===== src/rtl/matrix_scan_reader.sv =====
// rtl/matrix_scan_reader.sv - Avalon-MM frame-buffer read master driving a HUB75 panel
// Double-buffered source select, binary-code-modulated bit-planes, 1/(ROWS/2) scan.
module matrix_scan_reader #(
  parameter int COLS       = 64,
  parameter int ROWS       = 32,
  parameter int PLANES     = 8,
  parameter int BASE_TICKS = 16,
  parameter int ADDR_W     = 11
) (
  input  logic                       clk_clk,
  input  logic                       reset_reset,
  input  logic                       enable,
  input  logic                       buf_sel,
  output logic                       active_buf,
  output logic                       frame_done,
  output logic [ADDR_W-1:0]          ram1_address,
  output logic                       ram1_clken,
  output logic                       ram1_chipselect,
  output logic                       ram1_write,
  output logic [31:0]                ram1_writedata,
  output logic [3:0]                 ram1_byteenable,
  input  logic [31:0]                ram1_readdata,
  output logic [ADDR_W-1:0]          ram2_address,
  output logic                       ram2_clken,
  output logic                       ram2_chipselect,
  output logic                       ram2_write,
  output logic [31:0]                ram2_writedata,
  output logic [3:0]                 ram2_byteenable,
  input  logic [31:0]                ram2_readdata,
  output logic                       mat_r1,
  output logic                       mat_g1,
  output logic                       mat_b1,
  output logic                       mat_r2,
  output logic                       mat_g2,
  output logic                       mat_b2,
  output logic [$clog2(ROWS/2)-1:0]  mat_row,
  output logic                       mat_clk,
  output logic                       mat_lat,
  output logic                       mat_oe_n
);
  localparam int SCAN  = ROWS / 2;
  localparam int ROW_W = $clog2(SCAN);
  localparam int COL_W = $clog2(COLS);
  localparam int TW    = $clog2(BASE_TICKS) + PLANES;

  typedef enum logic [1:0] {IDLE, FETCH, LATCH, DISPLAY} state_t;
  state_t state, next_state;

  logic [COL_W-1:0]  col;
  logic [1:0]        phase;
  logic [ROW_W-1:0]  row;
  logic [ROW_W-1:0]  row_q;
  logic [2:0]        plane;
  logic [TW-1:0]     tick;
  logic [23:0]       upper;
  logic [5:0]        pix_q;
  logic [5:0]        pix_now;
  logic [5:0]        pix;
  logic [23:0]       rd;
  logic [2:0]        pb;
  logic [TW-1:0]     disp_len;
  logic [ADDR_W-1:0] addr_up;
  logic [ADDR_W-1:0] addr_lo;
  logic [ADDR_W-1:0] addr;
  logic              col_last, tick_last, plane_last, row_last;
  logic              fetching, shift_data;
  logic              unused_bits;

  assign unused_bits = ^{ram1_readdata[31:24], ram2_readdata[31:24]};

  assign col_last   = (col == COL_W'(COLS - 1));
  assign plane_last = (plane == 3'(PLANES - 1));
  assign row_last   = (row == ROW_W'(SCAN - 1));
  assign disp_len   = TW'(BASE_TICKS) << plane;
  assign tick_last  = (tick == disp_len - TW'(1));
  assign fetching   = (state == FETCH);
  assign shift_data = fetching && (phase == 2'd2);

  // Upper word is read in C0, lower word in C1; holding the lower address afterwards is harmless.
  assign addr_up = ADDR_W'(row) * ADDR_W'(COLS) + ADDR_W'(col);
  assign addr_lo = addr_up + ADDR_W'(SCAN * COLS);
  assign addr    = (phase == 2'd0) ? addr_up : addr_lo;

  assign ram1_chipselect = fetching && !active_buf;
  assign ram2_chipselect = fetching && active_buf;
  assign ram1_clken      = ram1_chipselect;
  assign ram2_clken      = ram2_chipselect;
  assign ram1_address    = ram1_chipselect ? addr : '0;
  assign ram2_address    = ram2_chipselect ? addr : '0;
  assign ram1_write      = 1'b0;
  assign ram2_write      = 1'b0;
  assign ram1_writedata  = '0;
  assign ram2_writedata  = '0;
  assign ram1_byteenable = 4'hF;
  assign ram2_byteenable = 4'hF;

  assign rd      = active_buf ? ram2_readdata[23:0] : ram1_readdata[23:0];
  assign pb      = 3'(8 - PLANES) + plane;
  assign pix_now = {upper[16 + int'(pb)], upper[8 + int'(pb)], upper[int'(pb)],
                    rd[16 + int'(pb)], rd[8 + int'(pb)], rd[int'(pb)]};
  // The lower word only exists on readdata during C2, so C2 shows it directly and C3 holds it.
  assign pix     = shift_data ? pix_now : pix_q;
  assign {mat_r1, mat_g1, mat_b1, mat_r2, mat_g2, mat_b2} = pix;

  assign mat_clk  = fetching && (phase == 2'd3);
  assign mat_lat  = (state == LATCH);
  assign mat_oe_n = (state != DISPLAY);
  assign mat_row  = row_q;

  always_ff @(posedge clk_clk or posedge reset_reset) begin
    if (reset_reset) state <= IDLE;
    else             state <= next_state;
  end

  always_comb begin
    next_state = state;
    frame_done = 1'b0;
    case (state)
      IDLE:    if (enable) next_state = FETCH;
      FETCH:   if (phase == 2'd3 && col_last) next_state = LATCH;
      LATCH:   next_state = DISPLAY;
      DISPLAY: begin
        if (tick_last) begin
          if (plane_last && row_last) begin
            next_state = IDLE;
            frame_done = 1'b1;
          end else begin
            next_state = FETCH;
          end
        end
      end
      default: next_state = IDLE;
    endcase
  end

  always_ff @(posedge clk_clk or posedge reset_reset) begin
    if (reset_reset) begin
      active_buf <= 1'b0;
      col        <= '0;
      phase      <= '0;
      row        <= '0;
      row_q      <= '0;
      plane      <= '0;
      tick       <= '0;
      upper      <= '0;
      pix_q      <= '0;
    end else begin
      case (state)
        IDLE: begin
          if (enable) active_buf <= buf_sel;
          col   <= '0;
          phase <= '0;
          tick  <= '0;
        end
        FETCH: begin
          phase <= phase + 2'd1;
          if (phase == 2'd1) upper <= rd;
          if (phase == 2'd2) pix_q <= pix_now;
          if (phase == 2'd3) col <= col_last ? '0 : col + COL_W'(1);
        end
        LATCH: begin
          row_q <= row;
          tick  <= '0;
        end
        DISPLAY: begin
          tick <= tick + TW'(1);
          if (tick_last) begin
            tick  <= '0;
            col   <= '0;
            phase <= '0;
            if (plane_last) begin
              plane <= '0;
              row   <= row_last ? '0 : row + ROW_W'(1);
            end else begin
              plane <= plane + 3'd1;
            end
          end
        end
        default: ;
      endcase
    end
  end
endmodule


===== config.mk =====
export PLATFORM = sky130hd
export DESIGN_NAME = matrix_scan_reader
export DESIGN_NICKNAME = d
export VERILOG_FILES = /design/src/rtl/matrix_scan_reader.sv
export SDC_FILE = /design/constraint.sdc
export NUM_CORES = 1
export LEC_CHECK = 0
export CELL_PAD_IN_SITES_DETAIL_PLACEMENT = 1
export CELL_PAD_IN_SITES_GLOBAL_PLACEMENT = 1
export CORE_UTILIZATION = 37
export CTS_BUF_LIST = sky130_fd_sc_hd__clkbuf_2 sky130_fd_sc_hd__clkbuf_4 sky130_fd_sc_hd__clkbuf_8
export CTS_CLUSTER_SIZE = 10
export DETAILED_ROUTE_END_ITERATION = 7
export HOLD_SLACK_MARGIN = 0.08
export PLACE_DENSITY = 0.95
export SYNTH_ARGS = -nofsm -noshare
export SYNTH_HDL_FRONTEND = slang
export SYNTH_SLANG_ARGS = --single-unit

===== constraint.sdc =====
create_clock -name clk_clk -period 5.9 [get_ports clk_clk]
set_input_delay 1.18 -clock clk_clk [delete_from_list [all_inputs] [get_ports clk_clk]]
set_output_delay 1.18 -clock clk_clk [all_outputs]
set_load 0.03 [all_outputs]

==> impl_metrics.toml, run 1 <==
[routing]
route.vias.total = 3753
drt-initial-drc-count = 230
firstDrtPassIters = 4
wl_per_cell_um = 18.1
post-route-drc-count = 0
ant_nets = 0
via_per_inst = 5.11
wirelength_mm = 13.3

[place]
port_buffers = 92
place_hpwl_mm = 9.85
gp_congestion = 0.802
preCtsSetupSlack_ns = 0.828

[timing]
finalMaxSlewViolations = 0
clock.fmax_mhz = 182
finalSetupViolations = 0
tightestPinTransition_ns = 1.08
slew_headroom_pct = 28.2
rsz0062_at_grt = "false"
holdWs_ns = 0.513
finalSetupTns_ns = 0
skew_ns = 0.0102
setup_ws_ns = 0.408
timing.final.crit_share_pct = 93.1
min_period_ns = 5.49
hold_viol = 0

[final_layout]
drive_above_1_share_pct = 12.1
regArea_sq_mm = 0.00160
areaGrowthSynthToFinish_pct = 20.4
multi_input_area_sq_mm = 0.00270
fillers = 1422
final_util_pct = 45.6
nNetsFinal = 646
diodes = 0

[power_and_ir_drop]
p_leak_nw = 2.49
p_switching_mw = 0.284
p_seq_share_pct = 45.5
pwr-share-comb_pct = 14.8
p_int_mw = 0.717
ir_drop_mv = 0.106
clockPowerShare_pct = 39.7
p_sw_share_pct = 28.4
powerDensity_mw_per_mm2 = 175
fin_total_pwr_mw = 1.00

[synth]
synth_seq_area_share_pct = 33.7
synth_flop_cell = "dfrtp_1"
postSynthCellCount = 478
async_flop_share_pct = 100
synth-seq-cells = 64
ys_types = 55
synthTopCellsByArea = "dfrtp_1, buf_4, mux4_2, mux2i_1, ha_1"
synth_top_area_share_pct = 33.7
synth_edf_count = 0
synth.yosys.warnings = 0
synth_top_area_cell = "dfrtp_1"
syn_area_per_cell_sq_um = 9.95
syn-cell-area_sq_mm = 0.00476

[outcome]
status = "complete, no violations"

[cts]
numCtsBuffers = 9
post_cts_buffers = 0
cts_htree_levels = 3
cts_root_buf = "clkbuf_8"
cts_resized = 0
clk_latency_ns = 0.35
cts_tree = "built"
clock_sinks = 64
clock_path_buffers = 2
clk_pin_slew_ns = 0.07
hold_buffers = 0

[setup_path]
endpoint_kind = "primary output"
crit_required_ns = 4.72
worstPathArrival_ns = 4.31
crit_type = "flip-flop to primary output"
crit_fanout = 10
startpoint_type = "flip-flop"

[floorplan]
core.rowCount = 41
die_w_um = 115
dieArea_sq_mm = 0.0133
initial_core_util_pct = 37.8
num_io_pins = 183
fp.coreArea_sq_mm = 0.0126
fp.dieH_um = 115

[grt]
grt_first_pass_wirelength_mm = 21.0
gr-total-overflow = 0
grt_antenna_before_repair = 0
first_global_vias = 4064
grt_max_degree = 65
grt_usage_pct = 20.7

[worst_hold_path]
min_path_type = "flip-flop to flip-flop"

[run]
cap_violations = 0
-- worst paths after layout --
check                                     startpoint                     end  slack, ns  depth (start not counted)
worst max-delay path            plane[1]$_DFFE_PP0P_              frame_done       0.41                         12
worst min-delay path            pix_q[2]$_DFFE_PP0P_    pix_q[2]$_DFFE_PP0P_       0.51                          1
worst max register to register  plane[1]$_DFFE_PP0P_      col[1]$_DFFE_PP0P_       2.21                         11
worst min register to register  pix_q[2]$_DFFE_PP0P_    pix_q[2]$_DFFE_PP0P_       0.51                          1
max in group asynchronous                reset_reset  active_buf$_DFFE_PP0P_       3.93                          3
min in group asynchronous                reset_reset    phase[0]$_DFFE_PP0P_       1.40                          3
-- cells in the final DEF, fill, tap and decap left out, drive strengths merged, types with 12 or more instances in the layout --
cell type	netlist	final
a21oi	28	28
ha	20	20
nor2	40	40
conb	2	74
mux4	21	21
nor3	17	17
clkdlybuf4s50	0	92
dfrtp	64	64
mux2i	30	30
inv	13	13
nand3	13	13
nand2	22	22
mux2	12	12
-- flip-flops by register name (all words and copies together) (netlist names) --
signal / count
upper: 24
tick: 12
col: 6
pix_q: 6
mat_row: 4
row: 4
plane: 3
phase: 2
state: 2
active_buf: 1
-- cell type report --
cell class | instances | share of cell area [%]
clock buffers | 11 | 2.64
clock inverters | 5 | 0.962
inverters | 14 | 0.918
multi-input cells | 373 | 47.1
flip-flops and latches | 64 | 28.0
well taps | 172 | 3.76
repair buffers | 96 | 16.6
-- Yosys cell counts (all sizes together) (4+ instances only) --
cell,number
a21oi,28
and2,11
and3,11
buf,81
clkbuf,18
dfrtp,64
ha,20
inv,13
mux2,12
mux2i,30
mux4,21
nand2,22
nand3,13
nand4,5
nor2,40
nor2b,4
nor3,17
o21a,5
o21ai,9
xnor2,8
xor2,8
-- cell families (layout without fill, tap and decap cells) --
| family | Yosys count | count (layout) | share of synthesized area (%) |
|---|---|---|---|
| AOI/OAI and AO/OA | 64 | 64 | 8.81 |
| xor gates and xnor gates | 16 | 16 | 3.10 |
| adders and majority gates | 20 | 20 | 5.26 |
| buffers and inverters | 113 | 126 | 15.3 |
| DFF | 64 | 64 | 33.7 |
| muxes | 63 | 63 | 19.1 |
| other | 2 | 74 | 0.158 |
| and+or+nand+nor | 136 | 136 | 14.6 |
-- metal layers --
metal | share of wire, % | vias up | track usage [%]
met1 | 37 | 1872 | 22.8
met5 | 0 | - | 0
met3 | 4.5 | 38 | 3.48
met2 | 55 | 140 | 38.0
met4 | 3.2 | 0 | 11.0
li1 | - | 1703 | -
-- power groups by stage --
stage | combinational (mW) | clock [mW] | sequential, mW
2_1_floorplan | 0.133 | 0 | 0.461
3_3_place_gp | 0.142 | 0 | 0.462
3_5_place_dp | 0.147 | 0 | 0.463
4_1_cts | 0.148 | 0.399 | 0.455
5_1_grt | 0.158 | 0.416 | 0.456
6_report | 0.148 | 0.397 | 0.455
-- critical path: stages (launching register included) --
cell             delay, ns
dfrtp_1               0.64
inv_1                 0.29
ha_1                  0.39
nand2b_4              0.13
ha_1                  0.27
nand2b_4              0.09
o311a_2               0.36
nor3_1                0.23
o2111ai_2             0.24
nor2_1                0.27
nand3_1               0.20
nor2_1                0.15
clkdlybuf4s50_1       0.68
-- through the flow --
stage,cells,cell area [sq um]
floorplan,550,5030
global placement,719,5520
global route,735,5730
detailed placement,719,5520
CTS,735,5730
finish,735,5730
Note: power is estimated with default switching activity, not from simulation.
==> inputs of run 2 (changes only) <==
- ABC_AREA: not set -> 1
- CORE_MARGIN: not set -> 1
- CORE_UTILIZATION: 37 -> 34
- CTS_CLUSTER_DIAMETER: not set -> 200
==> impl_metrics.toml, run 2 <==
[setup_path]
endpoint_kind = "primary output"
startpoint_type = "flip-flop"
cpPeakStageDelay_ns = 0.70
cpMostUsedCell = "nand2_1"
cpMaxStageDelayCell = "clkdlybuf4s50_1"
crit_fanout = 13
path_cells = "inv_1 -> ha_1 -> nand2_1 -> ha_1 -> xor2_1 -> nand2_1 -> nor2_1 -> nand2_1 -> nor2_2 -> nand2_1 -> nor2_4 -> nand2_1 -> nor2_1 -> clkdlybuf4s50_1"
worstPathArrival_ns = 3.73
crit_type = "flip-flop to primary output"
crit_required_ns = 4.72

[timing]
clock.fmax_mhz = 204
min_period_ns = 4.91
slew_headroom_pct = 43.4
finalSetupViolations = 0
finalSetupTns_ns = 0
finalMaxSlewViolations = 0
timing.final.crit_share_pct = 83.2
tightestPinTransition_ns = 0.849
hold_viol = 0
rsz0062_at_grt = "false"
skew_ns = 0.00952

[synth]
async_flop_share_pct = 100
synth.yosys.warnings = 0
synth_top_area_cell = "dfrtp_1"
synthTopCellsByArea = "dfrtp_1, nand2_1, buf_4, ha_1, nand3_1"
syn_area_per_cell_sq_um = 7.14
synth_commonest_cells = "nand2_1, buf_4, dfrtp_1"
postSynthCellCount = 670
synth_flop_cell = "dfrtp_1"
syn-cell-area_sq_mm = 0.00479
synth-seq-cells = 64
synth_seq_area_share_pct = 33.5
yosysMostFrequentCell = "nand2_1"
ys_types = 34
synth_edf_count = 0
synth_top_area_share_pct = 33.5

[routing]
wl_per_cell_um = 14.3
post-route-drc-count = 0
ant_nets = 0
wirelength_mm = 13.3
via_per_inst = 4.81
drt-initial-drc-count = 234
route.vias.total = 4478
firstDrtPassIters = 5

[worst_hold_path]
min_path_type = "flip-flop to flip-flop"

[grt]
gr-total-overflow = 0
grt_usage_pct = 18.9
grt_max_degree = 65
grt_antenna_before_repair = 0
first_global_vias = 4586
grt_first_pass_wirelength_mm = 21.6

[cts]
cts_tree = "built"
numCtsBuffers = 9
cts_resized = 0
cts_root_buf = "clkbuf_8"
hold_buffers = 0
cts_htree_levels = 3
clk_pin_slew_ns = 0.08
clock_sinks = 64
post_cts_buffers = 0
clk_latency_ns = 0.37
clock_path_buffers = 2

[final_layout]
diodes = 0
largest_reg_flops = 24
final_common_cell = "nand2_1"
reg_top3 = "upper x24, tick x12"
final_cells = 931
design_area_sq_mm = 0.00575
areaGrowthSynthToFinish_pct = 20.1
regMostFlops = "upper"
final_cell_mix = "nand2_1, clkdlybuf4s50_1, conb_1, dfrtp_1, nor2_1"
nNetsFinal = 838
fillers = 1752
drive_above_1_share_pct = 5.03

[power_and_ir_drop]
p_int_mw = 1.03
fin_total_pwr_mw = 1.89
pwr-share-comb_pct = 46.3
p_leak_nw = 2.76
powerDensity_mw_per_mm2 = 329
p_sw_share_pct = 45.4
p_seq_share_pct = 33.1
ir_drop_mv = 0.236
clockPowerShare_pct = 20.6
p_switching_mw = 0.860

[place]
port_buffers = 92
gp_congestion = 0.807
place_inst = 915
post_dp_cell_area_sq_mm = 0.00556
place_hpwl_mm = 9.68

[run]
cap_violations = 0

[floorplan]
fp.coreArea_sq_mm = 0.0135
fp.dieH_um = 121
core.rowCount = 42
die_w_um = 121
initial_core_util_pct = 35.4
num_io_pins = 183
dieArea_sq_mm = 0.0146

[outcome]
status = "complete, no violations"
==> run 2: through the flow <==
step / hold slack, ns / worst slack, ns / util, %
2_1_floorplan: 0.448 / 1.90 / -
3_3_place_gp: 0.460 / 1.49 / 41.1
3_5_place_dp: 0.471 / 1.44 / 41.1
4_1_cts: 0.492 / 1.01 / 42.6
5_1_grt: 0.530 / 0.707 / 42.6
6_report: 0.492 / 0.993 / 42.6
==> run 2: power groups by stage <==
stage          Clock [mW]  Sequential (mW)  Combinational [mW]
6_report            0.389            0.627               0.876
5_1_grt             0.414            0.639               0.979
4_1_cts             0.398            0.627               0.890
3_5_place_dp            0            0.633               0.884
3_3_place_gp            0            0.627               0.849
2_1_floorplan           0            0.619               0.652
==> run 2: final cells by class <==
class | instances | area, sq um | share of cell area [%]
Sequential cell | 64 | 1600 | 27.9
Clock buffer | 9 | 124 | 2.15
Multi-Input combinational cell | 515 | 2530 | 44.1
Inverter | 62 | 233 | 4.05
Clock inverter | 7 | 71.3 | 1.24
Tap cell | 176 | 220 | 3.83
Timing Repair Buffer | 98 | 966 | 16.8
==> run 2: worst paths after layout <==
check                                      start               endpoint  slack [ns]  depth (start not counted)
setup / recovery            plane[1]$_DFFE_PP0P_             frame_done        0.99                         14
hold / removal             upper[15]$_DFFE_PP0P_  upper[15]$_DFFE_PP0P_        0.49                          2
setup reg to reg            plane[2]$_DFFE_PP0P_     col[5]$_DFFE_PP0P_        2.99                         14
hold reg to reg            upper[15]$_DFFE_PP0P_  upper[15]$_DFFE_PP0P_        0.49                          2
max in group asynchronous            reset_reset     row[2]$_DFFE_PP0P_        3.97                          3
min in group asynchronous            reset_reset   pix_q[2]$_DFFE_PP0P_        1.38                          3
==> run 2: kinds of logic (layout without fill, tap and decap cells) <==
logic type	after synthesis	after routing	share of synthesized area, %
AND/OR/NAND/NOR	308	308	27.0
buffers and inverters	163	176	19.2
AO/OA/AOI/OAI	89	89	10.2
flip-flops	64	64	33.5
adder cells (fa/ha/maj)	20	20	5.23
XOR/XNOR	14	14	2.56
multiplexers	10	10	2.09
other	2	74	0.157
==> run 2: per-layer routing <==
layer | GRT usage [%] | part of all wire (%)
met5 | 0 | 0
met4 | 6.64 | 2.3
met3 | 5.38 | 5.8
met2 | 33.4 | 49
met1 | 21.5 | 43
==> run 2: critical path, delay by kind of cell (launching register included) <==
family,cells,cell delay (ns)
buffers and inverters,2,1.06
and+or+nand+nor,9,1.13
xor gates and xnor gates,1,0.15
adders and majority gates,2,0.63
DFF,1,0.39
